--- src/rtl/clk_gen_pkg.sv ---
// rtl/clk_gen_pkg.sv - shared sel codes, FSM states and alignment constants for the clock generator.
package clk_gen_pkg;

  localparam int SEL_W = 3;
  localparam logic [4:0] PHASE_MAX = 5'd31;

  // 3'b000 has no name but is still passed through unchanged.
  localparam logic [SEL_W-1:0] SEL_DIRECT = 3'b001;
  localparam logic [SEL_W-1:0] SEL_DIV2   = 3'b010;
  localparam logic [SEL_W-1:0] SEL_DIV4   = 3'b011;
  localparam logic [SEL_W-1:0] SEL_DIV8   = 3'b100;
  localparam logic [SEL_W-1:0] SEL_DIV16  = 3'b101;
  localparam logic [SEL_W-1:0] SEL_DIV32  = 3'b110;
  localparam logic [SEL_W-1:0] SEL_HIGH   = 3'b111;

  typedef enum logic [1:0] {
    ST_IDLE,
    ST_WAIT_ALIGN,
    ST_DWELL,
    ST_STEP
  } state_t;

  function automatic logic [SEL_W-1:0] sel_step(input logic [SEL_W-1:0] cur,
                                                input logic [SEL_W-1:0] tgt);
    if (tgt > cur)      return cur + 1'b1;
    else if (tgt < cur) return cur - 1'b1;
    else                return cur;
  endfunction

endpackage

--- src/rtl/clk_sel_ctrl_if.sv ---
// rtl/clk_sel_ctrl_if.sv - valid/ready request channel carrying a new sel code.
interface clk_sel_ctrl_if #(
  parameter int SEL_W = clk_gen_pkg::SEL_W
);
  logic             req_valid;
  logic [SEL_W-1:0] req_sel;
  logic             req_ready;

  modport master (output req_valid, output req_sel, input  req_ready);
  modport slave  (input  req_valid, input  req_sel, output req_ready);
endinterface

--- src/rtl/clk_sel_phase_cnt.sv ---
// rtl/clk_sel_phase_cnt.sv - free-running wrap counter; align marks the last cycle before all divided clocks share an edge.
module clk_sel_phase_cnt #(
  parameter int PHASE_W = 5
) (
  input  logic               clkin,
  input  logic               rst_n,
  output logic [PHASE_W-1:0] phase,
  output logic               align
);

  always_ff @(posedge clkin or negedge rst_n) begin
    if (!rst_n) phase <= '0;
    else        phase <= phase + 1'b1;
  end

  assign align = (phase == {PHASE_W{1'b1}});

endmodule

--- src/rtl/clk_sel_ctrl.sv ---
// rtl/clk_sel_ctrl.sv - applies sel changes only at the divide-by-32 boundary, then holds a dwell.
// Define CLK_SEL_STEP_EN to walk sel through adjacent codes, one per wrap.
module clk_sel_ctrl
  import clk_gen_pkg::*;
#(
  parameter int               SEL_W     = 3,
  parameter int               PHASE_W   = 5,
  parameter int               DWELL     = 4,
  parameter logic [SEL_W-1:0] RESET_SEL = SEL_DIRECT
) (
  input  logic               clkin,
  input  logic               rst_n,
  clk_sel_ctrl_if.slave      req,
  output logic [SEL_W-1:0]   sel,
  output logic               busy,
  output logic               switch_done,
  output logic [PHASE_W-1:0] phase
);

  localparam logic [3:0] DWELL_LD = 4'(DWELL - 1);

  state_t           state, state_nxt;
  logic [SEL_W-1:0] target, target_nxt, sel_nxt;
  logic [3:0]       dcnt, dcnt_nxt;
  logic             done_nxt, align;

  clk_sel_phase_cnt #(.PHASE_W(PHASE_W)) u_phase (
    .clkin (clkin),
    .rst_n (rst_n),
    .phase (phase),
    .align (align)
  );

  always_ff @(posedge clkin or negedge rst_n) begin
    if (!rst_n) begin
      state         <= ST_IDLE;
      target        <= RESET_SEL;
      sel           <= RESET_SEL;
      dcnt          <= '0;
      switch_done   <= 1'b0;
      busy          <= 1'b0;
      req.req_ready <= 1'b1;
    end else begin
      state         <= state_nxt;
      target        <= target_nxt;
      sel           <= sel_nxt;
      dcnt          <= dcnt_nxt;
      switch_done   <= done_nxt;
      // Handshake flags are registered from the next state so no req_* path reaches an output.
      busy          <= (state_nxt != ST_IDLE);
      req.req_ready <= (state_nxt == ST_IDLE);
    end
  end

  always_comb begin
    state_nxt  = state;
    target_nxt = target;
    sel_nxt    = sel;
    dcnt_nxt   = dcnt;
    done_nxt   = 1'b0;
    case (state)
      ST_IDLE: begin
        if (req.req_valid && req.req_ready) begin
          target_nxt = req.req_sel;
          if (req.req_sel == sel) done_nxt  = 1'b1;
          else                    state_nxt = ST_WAIT_ALIGN;
        end
      end
      ST_WAIT_ALIGN, ST_STEP: begin
        if (align) begin
`ifdef CLK_SEL_STEP_EN
          sel_nxt = sel_step(sel, target);
          if (sel_nxt == target) begin
            done_nxt  = 1'b1;
            dcnt_nxt  = DWELL_LD;
            state_nxt = ST_DWELL;
          end else begin
            state_nxt = ST_STEP;
          end
`else
          sel_nxt   = target;
          done_nxt  = 1'b1;
          dcnt_nxt  = DWELL_LD;
          state_nxt = ST_DWELL;
`endif
        end
      end
      ST_DWELL: begin
        if (dcnt == 4'd0) state_nxt = ST_IDLE;
        else              dcnt_nxt  = dcnt - 1'b1;
      end
      default: state_nxt = ST_IDLE;
    endcase
  end

endmodule

--- src/flat_wrapper.sv ---
// flat-port wrapper written by rule: the top's interface ports become plain ports
module clk_sel_ctrl_flat import clk_gen_pkg::*;
#(
  parameter int               SEL_W     = 3,
  parameter int               PHASE_W   = 5,
  parameter int               DWELL     = 4,
  parameter logic [SEL_W-1:0] RESET_SEL = SEL_DIRECT
)
  (clkin, rst_n, sel, busy, switch_done, phase, req_req_valid, req_req_sel, req_req_ready);
  clk_sel_ctrl_if #(.SEL_W(SEL_W)) req_i ();
  input  logic clkin;
  input  logic rst_n;
  output logic [SEL_W-1:0] sel;
  output logic busy;
  output logic switch_done;
  output logic [PHASE_W-1:0] phase;
  input wire logic [$bits(req_i.req_valid)-1:0] req_req_valid;
  input wire logic [$bits(req_i.req_sel)-1:0] req_req_sel;
  output wire logic [$bits(req_i.req_ready)-1:0] req_req_ready;
  assign req_i.req_valid = req_req_valid;
  assign req_i.req_sel = req_req_sel;
  assign req_req_ready = req_i.req_ready;
  clk_sel_ctrl #(.SEL_W(SEL_W), .PHASE_W(PHASE_W), .DWELL(DWELL), .RESET_SEL(RESET_SEL)) u_core (.clkin(clkin), .rst_n(rst_n), .req(req_i), .sel(sel), .busy(busy), .switch_done(switch_done), .phase(phase));
endmodule
--- config.mk ---
export PLATFORM = sky130hd
export DESIGN_NAME = clk_sel_ctrl_flat
export DESIGN_NICKNAME = d
export VERILOG_FILES = /design/src/rtl/clk_gen_pkg.sv /design/src/rtl/clk_sel_ctrl_if.sv /design/src/rtl/clk_sel_phase_cnt.sv /design/src/rtl/clk_sel_ctrl.sv /design/src/flat_wrapper.sv
export SDC_FILE = /design/constraint.sdc
export NUM_CORES = 1
export LEC_CHECK = 0
export BUFFER_PORTS_ARGS = -buffer_cell sky130_fd_sc_hd__buf_2
export CAP_MARGIN = 30
export CORE_MARGIN = 5
export CORE_UTILIZATION = 57
export DETAILED_ROUTE_END_ITERATION = 10
export PLACE_DENSITY = 0.81
export SETUP_SLACK_MARGIN = 0.5
export SYNTH_ARGS = -nofsm -noshare
export SYNTH_HDL_FRONTEND = slang
export SYNTH_HIERARCHICAL = 1
export SYNTH_SLANG_ARGS = --single-unit
--- constraint.sdc ---
create_clock -name clkin -period 2.9 [get_ports clkin]
set_input_delay 0.145 -clock clkin [delete_from_list [all_inputs] [get_ports clkin]]
set_output_delay 0.145 -clock clkin [all_outputs]
set_load 0.02 [all_outputs]
==> results of run 1 <==
layout by cell type, fill, tap and decap left out, types with 2 or more instances in the layout:
cell,instances
nand2_1,13
clkbuf_4,3
nor2_1,3
nand3_1,2
dfrtp_1,17
mux2_1,3
ha_1,3
buf_2,16
mux2i_1,3
xnor2_2,3
a21oi_1,3
dfstp_2,3
nand2b_1,2
o21ai_1,3
inv_1,4
flip-flops by register name, indices dropped and copies added, names as in the netlist:
signal / flops
u_core/u_phase/phase: 5
u_core/dcnt: 4
u_core/sel: 3
u_core/target: 3
u_core/state: 2
u_core/busy: 1
u_core/req.req_ready: 1
u_core/switch_done: 1
metal layers:
layer / routed length [µm] / track usage
met1: 681 / 0.176
met2: 921 / 0.291
met3: 78 / 0.0296
met4: 10 / 0.0894
met5: 0 / 0
worst register-to-register path, stage by stage (launching register included):
cell	delay, ns
dfrtp_1	0.42
ha_1	0.23
and3_2	0.21
ha_1	0.22
nand2_1	0.17
mux2_1	0.35
final cells by class:
type | instances | area (µm²) | share of cell area
clock buffers | 4 | 36.3 | 0.0340
repair buffers | 17 | 90.1 | 0.0843
inverters | 4 | 15.0 | 0.0141
flip-flops and latches | 20 | 504 | 0.472
multi-input cells | 52 | 403 | 0.377
well taps | 16 | 20.0 | 0.0187
worst min-delay path by stage:
stage / start / to / slack, ns / cells after the start
2_1_floorplan: rst_n / u_core/busy$_DFF_PN0_ / -0.15 / 0
3_3_place_gp: rst_n / u_core/u_phase/phase[0]$_DFF_PN0_ / 0.10 / 1
3_5_place_dp: rst_n / u_core/u_phase/phase[2]$_DFF_PN0_ / 0.11 / 1
4_1_cts: req_req_sel[0] / u_core/target[0]$_DFFE_PN1P_ / 0.04 / 3
5_1_grt: req_req_sel[0] / u_core/target[0]$_DFFE_PN1P_ / 0.04 / 3
6_report: req_req_sel[0] / u_core/target[0]$_DFFE_PN1P_ / 0.05 / 3
where the power goes:
part	leakage [µW]	switching (µW)	internal [µW]
registers	0.000240	95.6	377
logic	0.000265	159	138
clock network	0.0000210	82.2	76.5
through the flow:
step,setup slack (ns),std cells,hold WS (ns)
finish,1.19,113,0.0541
global route,1.10,113,0.0427
CTS,1.19,113,0.0387
detailed placement,1.20,108,0.110
global placement,1.27,108,0.102
floorplan,1.20,77,-0.151
cell families after synthesis:
kind of cell             Yosys count  share of synthesized area
flip-flops                        20                      0.540
buffers and inverters              5                     0.0281
AO/OA/AOI/OAI                      9                     0.0603
multiplexers                       6                     0.0684
AND/OR/NAND/NOR                   29                      0.192
adder cells (fa/ha/maj)            3                     0.0402
XOR/XNOR                           5                     0.0711
==> results.md, run 1 <==
* DR vias/cell at 5.46
* Worst-Margin Slew at approximately 0.43 ns
* Tot Pwr at 928 µW
* Hold WC Path Type: in -> reg
* Final setup TNS at 0 ns
* Routed WL at 1.69 mm
* Pin count of the biggest net entering global routing at 21
* Leakage power at roughly 0.00053 µW
* CP startpoint kind: flip-flop
* FP Rows at 14
* PwrDens at 869 nW/µm²
* Clock skew at 0.00256 ns
* Relative slew slack at 0.711
* Global-route wire length before repair at 3.08 mm
* Ys async rst share at 1.00
* Top Ports at 17
* Min Tclk post-route at approximately 1.7 ns
* CP max FO at 5
* Library cells used by synthesis at 28
* Max stage delay on crit path at 0.42 ns
* Total die area at 2550 µm²
* Vias in the first global route at 699
* DR DRC count at 0
* Worst-path cell chain: ha_1, and3_2, ha_1, nand2_1, mux2_1
* Synthesized area per cell at 12.1 µm²
* Critical Path RT at 3.09 ns
* Worst reg2reg path depth at 5
* Post-CTS Resized at 0
* Crit path kind: reg -> reg
* Reg clk slew, reported paths at between 0.1 and 0.15 ns
* Chip Height at slightly above 50 µm
* CP Launch Point: u_core/u_phase/phase[0]$_DFF_PN0_
* CTS tree: yes
* Chip width at 50.5 µm
* Commonest cells in the netlist: 17 x dfrtp_1, 13 x nand2_1, 4 x inv_1
* Pins Over Slew Limit at 0
* Detailed Routing Iterations Pass 1 at 4
* Global placement routability congestion at approximately 0.73
* Final hold vios at 0
* Top cell type's share of synthesized area at 0.456
* Cell area after layout at 1070 µm²
* Fmax at 583 MHz
* Layout area overhead at 14.5%
* Dominant cell type by area after synthesis: dfrtp_1
* Max Cap Violations at 0
* EDFF count, synth at 0
* DR WL/cell at 15.0 µm
* Critical Path End: u_core/sel[1]$_DFFE_PN0P_
* Total track usage at 0.162
* Fin crit share at 0.591
* Yosys warnings at 6
* Area post-placement at 1020 µm²
* Crit path max-delay cell type: dfrtp_1
* Initial Util at 0.612
* Worst path buffer plus inverter count at 0
* Critical path arrival at 1.90 ns
* GR Overflow Total at 0
* Worst IR Drop VDD at ~0.39 mV
* Reg-to-reg critical path endpoint: u_core/sel[1]$_DFFE_PN0P_
* Most Frequent Cell on Critical Path: ha_1
* Main synth FF type: dfrtp_1
* Hold-fix buffers, CTS at 1
* Synth top area cells: dfrtp_1 46%, dfstp_2 8.4%, nand2_1 5.2%, xnor2_2 5.2%, ha_1 4.0%
* Maximum clock insertion buffer count at 2
* Skew-Pair Late Insertion Delay at between 0.2 and 0.3 ns
* Layout cells sized above 1 at 0.320
* Core area at 1520 µm²
* Sinks on Clock Net at 20
* Clock Tree Root: clkbuf_4
* Top-count cell post-synth: dfrtp_1
* Post-synthesis instance total at just under 80
* Inserted Diodes at 0
* R2R Setup Slk at 1.19 ns
* Htree depth at 1
* Post-CTS setup buffer count at 0
* Fin util at 0.701
* RSZ-0062 raised after global routing: false
* Initial drt markers at 11
* Top Family by Delay on Critical Path: adder cells
* Fill cells at 112
* Net Count, Synth at 86
* Crit path depth at 5
* Synthesis-stage register bit count at 20
* Worst reg2reg path startpoint: u_core/u_phase/phase[0]$_DFF_PN0_
* Initial antenna violation count at 0
* Crit path capture type: flip-flop
* IO Port Bufs at 16
* Vias at 617
* Post-synthesis sequential area ratio at 0.540
* Status: complete, no violations
* Post-route ant nets at 0
* # nets final at 107
* Final setup fails at 0
* Mapped Area at 933 µm²
* DP Wirelength at between 1 and 1.5 mm
* Number of CTS-inserted buffers at 3
No activity file was read; power rests on OpenSTA's default activity.
==> inputs of run 2 (changes only) <==
--- a/config.mk
+++ b/config.mk
@@ -8,9 +8,9 @@
 export BUFFER_PORTS_ARGS = -buffer_cell sky130_fd_sc_hd__buf_2
 export CAP_MARGIN = 30
 export CORE_MARGIN = 5
-export CORE_UTILIZATION = 57
+export CORE_UTILIZATION = 53
 export DETAILED_ROUTE_END_ITERATION = 10
-export PLACE_DENSITY = 0.81
+export PLACE_DENSITY = 0.76
 export SETUP_SLACK_MARGIN = 0.5
 export SYNTH_ARGS = -nofsm -noshare
 export SYNTH_HDL_FRONTEND = slang
==> constraint.sdc (replaced) <==
create_clock -name clkin -period 1.6 [get_ports clkin]
set_input_delay 0.08 -clock clkin [delete_from_list [all_inputs] [get_ports clkin]]
set_output_delay 0.08 -clock clkin [all_outputs]
set_load 0.02 [all_outputs]
==> run 2 against run 1 <==
Compared with the run above:
- first-iteration DRC count down 18%
- final cell count up 22%
- sequential share of layout area down 9.5 points
- worst setup slack worse by 1.0 ns
- sequential power up 81%
- count of clock-buffer cells in the layout unchanged
- clock power up 90%
- hold slack worse by 0.023 ns
- via count up 12%
==> results.md, run 2 (synthesis gave the netlist of run 1 again) <==
* Final hold vios at 0
* CP startpoint kind: flip-flop
* Total die area at around 2700 µm²
* Fill cells at 97
* Detailed Routing Iterations Pass 1 at 4
* Vias at between 600 and 700
* DR vias/cell at around 5
* Reg clk slew, reported paths at 0.12 ns
* Sinks on Clock Net at 20
* Min Tclk post-route at approximately 1.5 ns
* Clock Tree Root: clkbuf_4
* Crit path kind: reg -> reg
* Fin crit share at 0.913
* Busiest grt layer: met2
* Pin count of the biggest net entering global routing at 21
* Core area at ~1700 µm²
* Min-delay src: req_req_sel[1]
* Global Route met1 Usage at 0.211
* Post-route ant nets at 0
* Critical Path RT at about 1.8 ns
* Leakage power at 0.000642 µW
* R2R Setup Slk at 0.14 ns
* CTS tree: yes
* Crit path capture type: flip-flop
* Routed WL at 2.01 mm
* Global placement routability congestion at 0.777
* Pins Over Slew Limit at 0
* Worst reg2reg path startpoint: u_core/u_phase/phase[1]$_DFF_PN0_
* Maximum clock insertion buffer count at 2
* Relative slew slack at 0.716
* Non-Filler Instances at 138
* IO Port Bufs at 16
* Top reg by flops: u_core/u_phase/phase
* Initial Util at 0.547
* Critical path arrival at 1.66 ns
* Clock skew at 0.00908 ns
* Inserted Diodes at 0
* DR WL/cell at about 15 µm
* Dpl cells at 118
* Skew-Pair Late Insertion Delay at 0.31 ns
* Status: complete, no violations
* # nets final at 123
* Max Cap Violations at 0
* Htree depth at 1
* GR Overflow Total at 0
* Initial drt markers at 9
* Worst hold slack at about 0.031 ns
* Chip width at 52.0 µm
* CP max FO at 5
* Chip Height at ~52 µm
* CP Launch Point: u_core/u_phase/phase[1]$_DFF_PN0_
* Initial antenna violation count at 0
* Worst-Margin Slew at 0.427 ns
* Vias in the first global route at roughly 690
* Largest regs: u_core/u_phase/phase x5, u_core/dcnt x4
* DP Wirelength at 1.28 mm
* Top Ports at 17
* Layout area overhead at 44.4%
* Most common cell after layout, fill and taps aside: dfrtp_1
* RSZ-0062 raised after global routing: true
* Commonest cells after routing, fill and taps aside: 14 x dfrtp_1, 12 x buf_2, 11 x buf_4, 11 x nand2_1, 8 x buf_6
* Grt met2 use at 0.264
* DR DRC count at 0
* Fmax at slightly below 700 MHz
* Number of CTS-inserted buffers at 3
* PwrDens at 1490 nW/µm²
* Final setup fails at 0
* Max reg flops at 5
* FP Rows at 15
* Total track usage at 0.163
* Layout cells sized above 1 at 0.558
* Final setup TNS at 0 ns
* Worst IR Drop VDD at slightly above 1 mV
* Global-route wire length before repair at between 3 and 4 mm
* M3 GR Usage at 0.0344
* Hold WC Path Type: in -> reg
## run 2: cell count changes in the layout (fill, tap and decap cells not counted), sizes merged
| cell | change |
|---|---|
| dlygate4sd3 | +1 |
| buf | +15 |
## run 2: area by class of cell
cell class,count,area (µm²),area share
Sequential cell,20,508,0.377
Clock buffer,4,36.3,0.0269
Tap cell,25,31.3,0.0232
Multi-Input combinational cell,52,504,0.374
Timing Repair Buffer,33,253,0.188
Inverter,4,15.0,0.0111
## run 2: worst paths after layout
kind	endpoint	cells after the start
max in group asynchronous	u_core/target[0]$_DFFE_PN1P_	2
min	u_core/target[1]$_DFFE_PN0P_	3
min reg2reg	u_core/target[0]$_DFFE_PN1P_	2
min in group asynchronous	u_core/dcnt[2]$_DFFE_PN0P_	2
max reg2reg	u_core/sel[2]$_DFFE_PN0P_	5
max	u_core/sel[2]$_DFFE_PN0P_	5
## run 2: metrics by stage
stage                     cell area (µm²)  power, µW  setup WS (ns)  utilization
after global placement               1090       1420          0.189        0.637
after CTS                            1230       1850          0.158        0.722
after global routing                 1350       2130          0.116        0.789
final                                1350       2010          0.139        0.789
after floorplan                       980       1280          0.141            -
after detailed placement             1090       1440          0.159        0.637
## run 2: per-layer routing
| metal | wire (µm) | up-vias | share of wire |
|---|---|---|---|
| li1 | - | 334 | - |
| met4 | 30 | 0 | 0.015 |
| met3 | 63 | 2 | 0.031 |
| met1 | 926 | 340 | 0.46 |
| met2 | 987 | 14 | 0.49 |
| met5 | 0 | - | 0 |
## run 2: timing repair
item,CTS,global route
setup buffers,8,6
endpoints found under the hold margin,18,0
gates resized for setup,8,18
hold buffers,2,0
endpoints found under the setup margin,18,20
pin swaps,3,3
## run 2: worst max-delay path, stage by stage (launching register included)
cell,delay (ns)
dfrtp_2,0.45
ha_4,0.16
and3_4,0.18
ha_4,0.18
nand2_4,0.08
mux2_4,0.29
## run 2: power breakdown
part / leakage (µW) / switching [µW] / internal, µW
Combinational: 0.000384 / 399 / 452
Clock: 0.0000210 / 163 / 139
Sequential: 0.000236 / 168 / 684
Total: 0.000642 / 730 / 1280
==> inputs of run 3 (changes only) <==
--- a/config.mk
+++ b/config.mk
@@ -10,8 +10,10 @@
 export CORE_MARGIN = 5
 export CORE_UTILIZATION = 53
 export DETAILED_ROUTE_END_ITERATION = 10
+export HOLD_SLACK_MARGIN = 0.05
 export PLACE_DENSITY = 0.76
 export SETUP_SLACK_MARGIN = 0.5
+export SLEW_MARGIN = 20
 export SYNTH_ARGS = -nofsm -noshare
 export SYNTH_HDL_FRONTEND = slang
 export SYNTH_HIERARCHICAL = 1
==> constraint.sdc (replaced) <==
create_clock -name clkin -period 1.6 [get_ports clkin]
set_input_delay 0.08 -clock clkin [delete_from_list [all_inputs] [get_ports clkin]]
set_output_delay 0.08 -clock clkin [all_outputs]
set_load 0.1 [all_outputs]
==> run 3 against run 2 <==
Compared with the run above:
- critical path depth unchanged
- sequential share of layout area is 0.98 points lower
- count of clock-buffer cells in the layout unchanged
- critical path type unchanged
- combinational power grew 43%
- via count is 3.0% higher
- routed wire length grew 21%
- final cell count unchanged
- cell area is 7.0% higher
- sequential power is 6.3% higher
- clock skew about the same
- clock power is 2% lower
==> results.md, run 3 (synthesis gave the netlist of run 1 again) <==
* Status: complete, no violations
* Skew-Pair Late Insertion Delay at 0.31 ns
* Routed length on met3 at 77 µm
* Leakage power at between 0.0006 and 0.0007 µW
* Htree depth at 1
* Worst reg2reg path startpoint: u_core/u_phase/phase[0]$_DFF_PN0_
* Initial antenna violation count at 0
* Pin count of the biggest net entering global routing at 21
* Clock Power Share at 0.122
* Fmax at 639 MHz
* Chip width at about 52 µm
* Worst path buffer plus inverter count at 0
* Routed WL at approximately 2.4 mm
* P_sw at 1110 µW
* Worst hold slack at 0.132 ns
* Clock skew at just under 0.009 ns
* Final setup TNS at 0 ns
* DR WL/cell at 17.6 µm
* Clock Tree Root: clkbuf_4
* IO Port Bufs at 16
* Critical Path End: u_core/sel[2]$_DFFE_PN0P_
* CP startpoint kind: flip-flop
* Commonest cells after routing, fill and taps aside: 12 x nand2_1, 11 x buf_4, 9 x dfrtp_1
* Crit path capture type: flip-flop
* Top reg by flops: u_core/u_phase/phase
* Tot Pwr at 2420 µW
* Inserted Diodes at 0
* Cell area after layout at approximately 1400 µm²
* PwrDens at roughly 1700 nW/µm²
* Global-route wire length before repair at 3.53 mm
* Max reg flops at 5
* Vias at 711
* Reg clk slew, reported paths at 0.12 ns
* Pins Over Slew Limit at 0
* Combinational fraction of design power at 0.504
* Crit path kind: reg -> reg
* Number of CTS-inserted buffers at 3
* Critical path arrival at 1.77 ns
* DP Wirelength at 1.25 mm
* FP Rows at 15
* RSZ-0062 raised after global routing: true
* R2R Setup Slk at 0.03 ns
* Final hold vios at 0
* Max stage delay on crit path at 0.52 ns
* Wl on met1 at 1.03 mm
* Most Frequent Cell on Critical Path: ha_4
* CP max FO at 4
* Chip Height at 52.0 µm
* Internal power at 1320 µW
* Sequential fraction of design power at 0.374
* Vias in the first global route at around 740
* Total die area at 2700 µm²
* Most common cell after layout, fill and taps aside: nand2_1
* Top Ports at 17
* CP Launch Point: u_core/u_phase/phase[0]$_DFF_PN0_
* Relative slew slack at 0.705
* DR DRC count at 0
* Worst IR Drop VDD at 1.61 mV
* Min Tclk post-route at 1.57 ns
* # nets final at 123
* Sinks on Clock Net at 20
* Top Family by Delay on Critical Path: flip-flops
* Worst-path cell chain: ha_4, and3_4, ha_4, nand2_4, mux2_4
* Final setup fails at 0
* Critical Path RT at 1.80 ns
* Fill cells at 86
* DR vias/cell at between 5 and 6
* Layout cells sized above 1 at 0.566
* Initial drt markers at 26
* Maximum clock insertion buffer count at 2
* Reg-to-reg critical path endpoint: u_core/sel[2]$_DFFE_PN0P_
* Worst reg2reg path depth at 5
* Global placement routability congestion at a little under 0.8
* Fin crit share at 0.978
* Crit path max-delay cell type: dfrtp_4
* Total track usage at 0.185
* Initial Util at 0.547
* Non-Filler Instances at approximately 140
* CTS tree: yes
* Max Cap Violations at 0
* Detailed Routing Iterations Pass 1 at 4
* Sw frac at 0.457
* Post-route ant nets at 0
* Crit path depth at 5
* Largest regs: u_core/u_phase/phase x5, u_core/dcnt x4
* GR Overflow Total at 0
* Core area at about 1700 µm²
* Worst-Margin Slew at 0.442 ns
* Met2 wire len at approximately 1.3 mm
* Uppermost layer routed: met3
* Hold Path Depth at 3
* Dpl cells at 118
* Area post-placement at 1110 µm²
* Layout area overhead at 54.4%
* Hold WC Path Type: in -> reg
==> run 3: final cells by class <==
| type | count | area [µm²] | share of cell area |
|---|---|---|---|
| multi-input cells | 52 | 489 | 0.339 |
| well taps | 25 | 31.3 | 0.0217 |
| inverters | 4 | 15.0 | 0.0104 |
| repair buffers | 33 | 340 | 0.236 |
| flip-flops and latches | 20 | 529 | 0.367 |
| clock buffers | 4 | 36.3 | 0.0252 |
==> run 3: what timing repair did <==
item | CTS | global route
setup endpoints to repair | 27 | 25
pin swaps | 0 | 3
setup buffers | 7 | 5
hold buffers | 4 | 0
endpoints found under the hold margin | 23 | 0
gates resized for setup | 33 | 14
==> run 3: metal layers <==
| layer | up-vias | track usage |
|---|---|---|
| met5 | - | 0 |
| met4 | 0 | 0.0611 |
| met3 | 0 | 0.0573 |
| met2 | 16 | 0.316 |
| met1 | 361 | 0.217 |
| li1 | 334 | - |
==> run 3: stage by stage <==
step | util | setup WS [ns]
finish | 0.844 | 0.0346
global route | 0.844 | 0.0200
CTS | 0.792 | 0.0965
detailed placement | 0.649 | 0.0889
global placement | 0.649 | 0.123
floorplan | - | -0.0566
==> run 3: power by group through the flow <==
stage / registers, µW / logic (µW) / clock network (µW)
6_report: 906 / 1220 / 297
4_1_cts: 884 / 1120 / 302
3_5_place_dp: 872 / 960 / 0
5_1_grt: 928 / 1280 / 332
2_1_floorplan: 1290 / 382 / 0
3_3_place_gp: 867 / 943 / 0
==> run 3: worst min path at each step <==
stage	start	to	slack [ns]
final	req_req_valid	u_core/switch_done$_DFF_PN0_	0.13
after floorplan	rst_n	u_core/busy$_DFF_PN0_	-0.22
after global placement	rst_n	u_core/switch_done$_DFF_PN0_	0.04
after global routing	req_req_valid	u_core/switch_done$_DFF_PN0_	0.12
after detailed placement	rst_n	u_core/switch_done$_DFF_PN0_	0.05
after CTS	req_req_valid	u_core/switch_done$_DFF_PN0_	0.12
==> run 3: worst min-delay path: stages <==
cell and delay [ns]:
buf_2 0.12, nand4bb_4 0.13, o21ai_1 0.08
